[src/rtl/fractal_colorizer.sv]
// fractal_colorizer
//
// Turns a stream of Mandelbrot/Julia iteration counts into 24-bit RGB pixels
// and buffers them in a first-word-fall-through FIFO towards an AXI-Stream sink.
//
//   Pipeline: stage 1 registers the input, stage 2 holds the computed colour,
//   and the stage-2 pixel is offered to the FIFO on the following edge.
//   Latency from s_valid sampled to m_axis_tvalid (FIFO empty) is 2 cycles.
//
//   The upstream generator cannot be stalled. When the buffer fills, a
//   frame-sync FSM throws away the rest of the current frame and only restarts
//   writing at the next frame-start pixel. This ensures that the sink never
//   sees a frame with a hole in it.
//
// Parameters
//   FIFO_DEPTH      output buffer depth in pixels; power of 2 in 4..256
//
// Ports
//   clk             single clock
//   resetn          asynchronous active-low reset
//   s_data[7:0]     iteration count
//   s_user          frame start
//   s_last          line end
//   s_valid         pixel qualifier (no upstream ready)
//   m_axis_tdata    RGB pixel: R [23:16], G [15:8], B [7:0]
//   m_axis_tuser    frame start
//   m_axis_tlast    line end
//   m_axis_tvalid   output valid
//   m_axis_tready   downstream ready
//   overflow        sticky: a pixel was lost to a full buffer
//   fifo_level      buffer occupancy, 0..FIFO_DEPTH
//   drop_count      saturating count of pixels discarded after sync was
//                   achieved (present only when COLORIZER_DROP_COUNT_EN is
//                   defined)
//
// Build option
//   COLORIZER_DROP_COUNT_EN  adds the drop_count output and its counter.

module fractal_colorizer #(
   parameter int unsigned FIFO_DEPTH = 16
) (
   input  logic                        clk,
   input  logic                        resetn,
   input  logic [7:0]                  s_data,
   input  logic                        s_user,
   input  logic                        s_last,
   input  logic                        s_valid,
   output logic [23:0]                 m_axis_tdata,
   output logic                        m_axis_tuser,
   output logic                        m_axis_tlast,
   output logic                        m_axis_tvalid,
   input  logic                        m_axis_tready,
   output logic                        overflow,
   output logic [$clog2(FIFO_DEPTH):0] fifo_level
`ifdef COLORIZER_DROP_COUNT_EN
   ,
   output logic [31:0]                 drop_count
`endif
);

   localparam int unsigned AW = $clog2(FIFO_DEPTH);
   localparam int unsigned LW = AW + 1;

   // FIFO word layout: {rgb[23:0], user, last}
   localparam int unsigned FW = 26;

   typedef enum logic [1:0] {
      StSync,
      StRun,
      StDrop
   } state_e;

   // ------------------------------------------------------------------
   // Colour mapping
   // ------------------------------------------------------------------
   function automatic logic [23:0] map_color(input logic [7:0] iter);
      logic [7:0] green;
      green = {iter[6:0], 1'b0} + iter;  // 3*i, wraps mod 256
      if (iter == 8'hFF) begin
         return 24'h000000;              // points inside the set are black
      end
      return {iter, green, ~iter};       // ~i == 255 - i
   endfunction

   // ------------------------------------------------------------------
   // Stage 1: input register
   // ------------------------------------------------------------------
   logic       s1_valid_q;
   logic [7:0] s1_data_q;
   logic       s1_user_q;
   logic       s1_last_q;

   always_ff @(posedge clk or negedge resetn) begin
      if (!resetn) begin
         s1_valid_q <= 1'b0;
         s1_data_q  <= '0;
         s1_user_q  <= 1'b0;
         s1_last_q  <= 1'b0;
      end else begin
         s1_valid_q <= s_valid;
         s1_data_q  <= s_data;
         s1_user_q  <= s_user;
         s1_last_q  <= s_last;
      end
   end

   // ------------------------------------------------------------------
   // Stage 2: colour register
   // ------------------------------------------------------------------
   logic        s2_valid_q;
   logic [23:0] s2_rgb_q;
   logic        s2_user_q;
   logic        s2_last_q;

   always_ff @(posedge clk or negedge resetn) begin
      if (!resetn) begin
         s2_valid_q <= 1'b0;
         s2_rgb_q   <= '0;
         s2_user_q  <= 1'b0;
         s2_last_q  <= 1'b0;
      end else begin
         s2_valid_q <= s1_valid_q;
         s2_rgb_q   <= map_color(s1_data_q);
         s2_user_q  <= s1_user_q;
         s2_last_q  <= s1_last_q;
      end
   end

   // ------------------------------------------------------------------
   // FIFO bookkeeping
   // ------------------------------------------------------------------
   logic [LW-1:0] level_q, level_d;
   logic [AW-1:0] wr_ptr_q, rd_ptr_q;
   logic          full;
   logic          pop;
   logic          wr_en;

   // Fullness is judged on the occupancy before this cycle's pop, so a
   // write into a full buffer is refused even if a slot frees up now.
   assign full = (level_q == LW'(FIFO_DEPTH));
   assign pop  = m_axis_tvalid && m_axis_tready;

   // ------------------------------------------------------------------
   // Frame-sync FSM, evaluated on the pixel leaving stage 2
   // ------------------------------------------------------------------
   state_e state_q, state_d;
   logic   ovf_set;
   logic   discard_cnt;

   always_comb begin
      state_d     = state_q;
      wr_en       = 1'b0;
      ovf_set     = 1'b0;
      discard_cnt = 1'b0;
      if (s2_valid_q) begin
         case (state_q)
            // Waiting for the first frame start after reset; these
            // discards are expected and not counted.
            StSync: begin
               if (s2_user_q && !full) begin
                  wr_en   = 1'b1;
                  state_d = StRun;
               end
            end
            StRun: begin
               if (full) begin
                  ovf_set     = 1'b1;
                  discard_cnt = 1'b1;
                  state_d     = StDrop;
               end else begin
                  wr_en = 1'b1;
               end
            end
            // Rest of the broken frame is thrown away; resume only on a
            // frame start that actually fits.
            StDrop: begin
               if (s2_user_q && !full) begin
                  wr_en   = 1'b1;
                  state_d = StRun;
               end else begin
                  discard_cnt = 1'b1;
               end
            end
            default: begin
               state_d = StSync;
            end
         endcase
      end
   end

   always_ff @(posedge clk or negedge resetn) begin
      if (!resetn) begin
         state_q <= StSync;
      end else begin
         state_q <= state_d;
      end
   end

   // ------------------------------------------------------------------
   // Occupancy and pointers
   // ------------------------------------------------------------------
   always_comb begin
      level_d = level_q;
      if (wr_en && !pop) begin
         level_d = level_q + LW'(1);
      end else if (!wr_en && pop) begin
         level_d = level_q - LW'(1);
      end
   end

   // Pointers are AW bits wide, so incrementing wraps modulo FIFO_DEPTH.
   always_ff @(posedge clk or negedge resetn) begin
      if (!resetn) begin
         level_q  <= '0;
         wr_ptr_q <= '0;
         rd_ptr_q <= '0;
      end else begin
         level_q <= level_d;
         if (wr_en) begin
            wr_ptr_q <= wr_ptr_q + AW'(1);
         end
         if (pop) begin
            rd_ptr_q <= rd_ptr_q + AW'(1);
         end
      end
   end

   // ------------------------------------------------------------------
   // Storage (no reset: contents are only visible through level_q)
   // ------------------------------------------------------------------
   logic [FW-1:0] mem [FIFO_DEPTH];
   logic [FW-1:0] rd_word;

   always_ff @(posedge clk) begin
      if (wr_en) begin
         mem[wr_ptr_q] <= {s2_rgb_q, s2_user_q, s2_last_q};
      end
   end

   assign rd_word = mem[rd_ptr_q];

   // ------------------------------------------------------------------
   // Outputs: first-word-fall-through. Payload is gated by tvalid so the
   // outputs read as zero while the buffer is empty, including in reset.
   // ------------------------------------------------------------------
   assign m_axis_tvalid = (level_q != '0);
   assign m_axis_tdata  = m_axis_tvalid ? rd_word[FW-1:2] : '0;
   assign m_axis_tuser  = m_axis_tvalid & rd_word[1];
   assign m_axis_tlast  = m_axis_tvalid & rd_word[0];
   assign fifo_level    = level_q;

   // ------------------------------------------------------------------
   // Sticky overflow
   // ------------------------------------------------------------------
   logic overflow_q;

   always_ff @(posedge clk or negedge resetn) begin
      if (!resetn) begin
         overflow_q <= 1'b0;
      end else if (ovf_set) begin
         overflow_q <= 1'b1;
      end
   end

   assign overflow = overflow_q;

   // ------------------------------------------------------------------
   // Optional dropped-pixel counter
   // ------------------------------------------------------------------
`ifdef COLORIZER_DROP_COUNT_EN
   logic [31:0] drop_cnt_q;

   always_ff @(posedge clk or negedge resetn) begin
      if (!resetn) begin
         drop_cnt_q <= '0;
      end else if (discard_cnt && (drop_cnt_q != 32'hFFFF_FFFF)) begin
         drop_cnt_q <= drop_cnt_q + 32'd1;
      end
   end

   assign drop_count = drop_cnt_q;
`else
   logic unused_discard_cnt;
   assign unused_discard_cnt = discard_cnt;
`endif

endmodule

[config.mk]
export PLATFORM = sky130hd
export DESIGN_NAME = fractal_colorizer
export DESIGN_NICKNAME = d
export VERILOG_FILES = /design/src/rtl/fractal_colorizer.sv
export SDC_FILE = /design/constraint.sdc
export NUM_CORES = 1
export LEC_CHECK = 0
export BUFFER_PORTS_ARGS = -buffer_cell sky130_fd_sc_hd__buf_2
export CORE_UTILIZATION = 30
export CTS_CLUSTER_DIAMETER = 200
export DETAILED_ROUTE_END_ITERATION = 8
export GPL_TIMING_DRIVEN = 0
export SYNTH_ARGS = -nofsm -noshare
export SYNTH_HDL_FRONTEND = slang
export SYNTH_SLANG_ARGS = --single-unit
[constraint.sdc]
create_clock -name clk -period 5.07 [get_ports clk]
set_input_delay 0.2535 -clock clk [delete_from_list [all_inputs] [get_ports clk]]
set_output_delay 0.2535 -clock clk [all_outputs]
set_load 0.01 [all_outputs]
==> flow_metrics.env <==
export IMPL_status="finished, final reports clean"
export IMPL_worstRegToRegCells=8
export IMPL_ys_async_sr_fraction=0.117
export IMPL_cellLeakagePower_nw=6.78
export IMPL_vias=8402
export IMPL_p_per_area_mw_per_mm2=552
export IMPL_path_max_fanout=10
export IMPL_rows=88
export IMPL_cts_max_level=2
export IMPL_rsz0062_at_grt="false"
export IMPL_io_pins=47
export IMPL_switching_share=0.305
export IMPL_initial_core_util=0.304
export IMPL_clockBufferDepth=3
export IMPL_drt_pre_antenna_iters=5
export IMPL_relSlewSlack=0.330
export IMPL_cts_root_buf="clkbuf_16"
export IMPL_clk_latency_ns=0.56
export IMPL_ys_warn_count=0
export IMPL_r2r_start="fifo_level[1]"
export IMPL_p_switching_w=0.00350
export IMPL_critPathMaxStageDelay_ns=0.77
export IMPL_hold_viol_final=0
export IMPL_numPortBuffers=46
export IMPL_die_area_mm2=0.0593
export IMPL_wire_per_inst_um=22.4
export IMPL_critPathArrivalTime_ns=3.23
export IMPL_worst_setup_path_type="register to output pin"
export IMPL_ys_flop_type="edfxtp_1"
export IMPL_grt_pass1_wl_mm=58.7
export IMPL_critPathSlowestCell="clkbuf_1"
export IMPL_synth_seq_area_share=0.763
export IMPL_vias_per_cell=4.83
export IMPL_period_share=0.688
export IMPL_drtAntennaViolNets=0
export IMPL_path_clk_slew_ns=0.07
export IMPL_path_common_cell="buf_6"
export IMPL_crit_path_end_kind="output pin"
export IMPL_postSynthCellCount=807
export IMPL_route_detailed_drc=0
export IMPL_die_h_um=243
export IMPL_synth_nets=839
export IMPL_antenna_found_initial=1
export IMPL_syn_area_mm2=0.0175
export IMPL_grt_use_total=0.134
export IMPL_crit_chain="buf_6, buf_6, clkbuf_1, mux4_2, a221o_1, buf_2"
export IMPL_maxCapViolations=0
export IMPL_clock_skew_ns=0.0212
export IMPL_cts_tree="yes"
export IMPL_gp_congestion=0.785
export IMPL_ir_worst_vdd_mv=0.277
export IMPL_drt_iter0_drc=773
export IMPL_fin_total_pwr_w=0.0115
export IMPL_pwr_share_comb=0.312
export IMPL_synth_cell_types=43
export IMPL_hold_path_class="input port to asynchronous set/reset pin"
export IMPL_final_nets=969
export IMPL_power_frac_clock=0.280
export IMPL_r2r_setup_slack_ns=1.76
export IMPL_tightest_slew_ns=1.01
export IMPL_chipWidth_um=243
export IMPL_coreArea_mm2=0.0576
export IMPL_cts_sink_count=453
export IMPL_routed_wl_mm=38.9
export IMPL_area_delta_synth_final_pct=18.8
export IMPL_grt_pass1_vias=8822
export IMPL_post_synth_cell_area_avg_um2=21.7
export IMPL_slew_viol_final=0
export IMPL_internal_power_w=0.00796
export IMPL_fill_cells=5287
export IMPL_numCtsBuffers=45
export IMPL_setup_ws_ns=1.58
export IMPL_grt_max_degree=54
export IMPL_synth_edf_count=400
export IMPL_worstSetupStartpointType="register"
export IMPL_overflow=0
export IMPL_drive_gt1_frac=0.325
export IMPL_hpwlAfterDp_mm=25.4
export IMPL_hold_buffers=12
export IMPL_power_frac_seq=0.407
export IMPL_ys_ff_latch=453
export IMPL_cts_resized_gates=0
export IMPL_diodes=0
export IMPL_place_ws_ns=1.81
export IMPL_reg2reg_to="fifo_level[4]"
export IMPL_fmax_mhz=287
export IMPL_setup_viol=0
export IMPL_postCtsSetupRepairBufs=0
export IMPL_fin_crit_ns=3.49
export IMPL_cp_data_required_time_ns=4.82
## metal layers
metal	GRT usage	vias up	wire length (um)
li1	-	3596	-
met1	0.201	4517	18600
met2	0.203	244	17700
met3	0.0215	45	1980
met4	0.0300	0	584
met5	0	-	0
## worst max path at each step
stage | endpoint | depth (start not counted) | start
2_1_floorplan | mem[3][0] | 4 | fifo_level[0]
3_3_place_gp | mem[3][13] | 4 | s2_user_q
3_5_place_dp | fifo_level[4] | 8 | fifo_level[1]
4_1_cts | m_axis_tdata[12] | 6 | rd_ptr_q[1]
5_1_grt | m_axis_tdata[16] | 7 | rd_ptr_q[1]
6_report | m_axis_tdata[12] | 6 | rd_ptr_q[1]
## cells in the mapped netlist, types with 2 or more instances
master	instances	area share
a21oi_1	6	0.0017
edfxtp_1	400	0.69
inv_1	4	0.00086
buf_6	4	0.0026
dfrtp_1	53	0.076
a21o_1	4	0.0017
nand3_1	3	0.00086
o21ai_1	2	0.00057
nand2b_1	3	0.0011
fa_1	2	0.0023
xor2_1	3	0.0015
clkbuf_1	11	0.0024
nor2_1	27	0.0058
nor3_1	9	0.0026
buf_2	20	0.0057
a211oi_1	2	0.00086
nor2b_1	35	0.013
o21ai_0	7	0.0020
buf_4	4	0.0017
and2_1	2	0.00072
ha_1	16	0.011
nand2_1	12	0.0026
mux4_2	100	0.13
xnor2_1	8	0.0040
mux2_2	28	0.018
a221o_1	25	0.014
## through the flow
step | area, um^2 | setup TNS [ns] | instances | util | hold WS [ns]
after floorplan | 17500 | 0 | 807 | - | -0.0421
after global placement | 18700 | -62.04 | 1618 | 0.324 | 0.334
after detailed placement | 19200 | 0 | 1642 | 0.334 | 0.335
after CTS | 20800 | 0 | 1738 | 0.361 | 0.0237
after global routing | 20800 | 0 | 1739 | 0.361 | 0.326
final | 20800 | 0 | 1739 | 0.361 | 0.282
## registers in the layout (all words and copies together) (netlist names), 2 cells and up
register and count:
fifo_level 5, wr_ptr_q 4, state_q 2, mem 400
s2_rgb_q 23, rd_ptr_q 4, s1_data_q 8
## logic make-up after synthesis
kind of cell,Yosys count,synth area share
compound gates,55,0.0273
flops,453,0.763
simple gates,97,0.0297
fa+ha+maj,18,0.0137
xor+xnor,11,0.00551
mux,129,0.147
buf+inv,44,0.0135
## power by group through the flow
stage	sequential, W	combinational [W]	clock [W]
floorplan	0.00470	0.00234	0
global placement	0.00475	0.00346	0
detailed placement	0.00475	0.00365	0
CTS	0.00467	0.00367	0.00328
global route	0.00471	0.00386	0.00342
finish	0.00467	0.00358	0.00321
## cells in the final DEF, fill, tap and decap left out, types with 6 or more instances in the layout
master | netlist | layout
o21ai_0 | 7 | 7
nor2_1 | 27 | 15
a221o_1 | 25 | 25
a21oi_1 | 6 | 6
clkbuf_1 | 11 | 27
mux4_2 | 100 | 100
buf_6 | 4 | 14
nor2_4 | 0 | 12
edfxtp_1 | 400 | 400
clkbuf_16 | 0 | 47
ha_1 | 16 | 16
mux2_2 | 28 | 28
dlygate4sd3_1 | 0 | 13
buf_2 | 20 | 65
nor2b_1 | 35 | 35
xnor2_1 | 8 | 8
clkinv_2 | 0 | 7
nand2_1 | 12 | 12
dfrtp_1 | 53 | 53
buf_16 | 0 | 8
clkbuf_8 | 0 | 9
buf_4 | 4 | 7
## worst max-delay path: cells and delay by family (launching register included)
family | cells | cell delay, ns
AO/OA/AOI/OAI | 1 | 0.39
flip-flops | 1 | 0.46
buffers and inverters | 4 | 1.37
multiplexers | 1 | 0.44
## final cells by class
class / instances / area [um^2] / area share
plain buffers: 40 / 220 / 0.0106
clock buffers: 72 / 1360 / 0.0655
clock inverters: 12 / 73.8 / 0.00355
inverters: 4 / 15.0 / 0.000723
multi-input cells: 310 / 4020 / 0.194
flip-flops and latches: 453 / 13300 / 0.642
well taps: 765 / 957 / 0.0461
repair buffers: 83 / 791 / 0.0381
No activity file was read; power rests on OpenSTA's default activity.
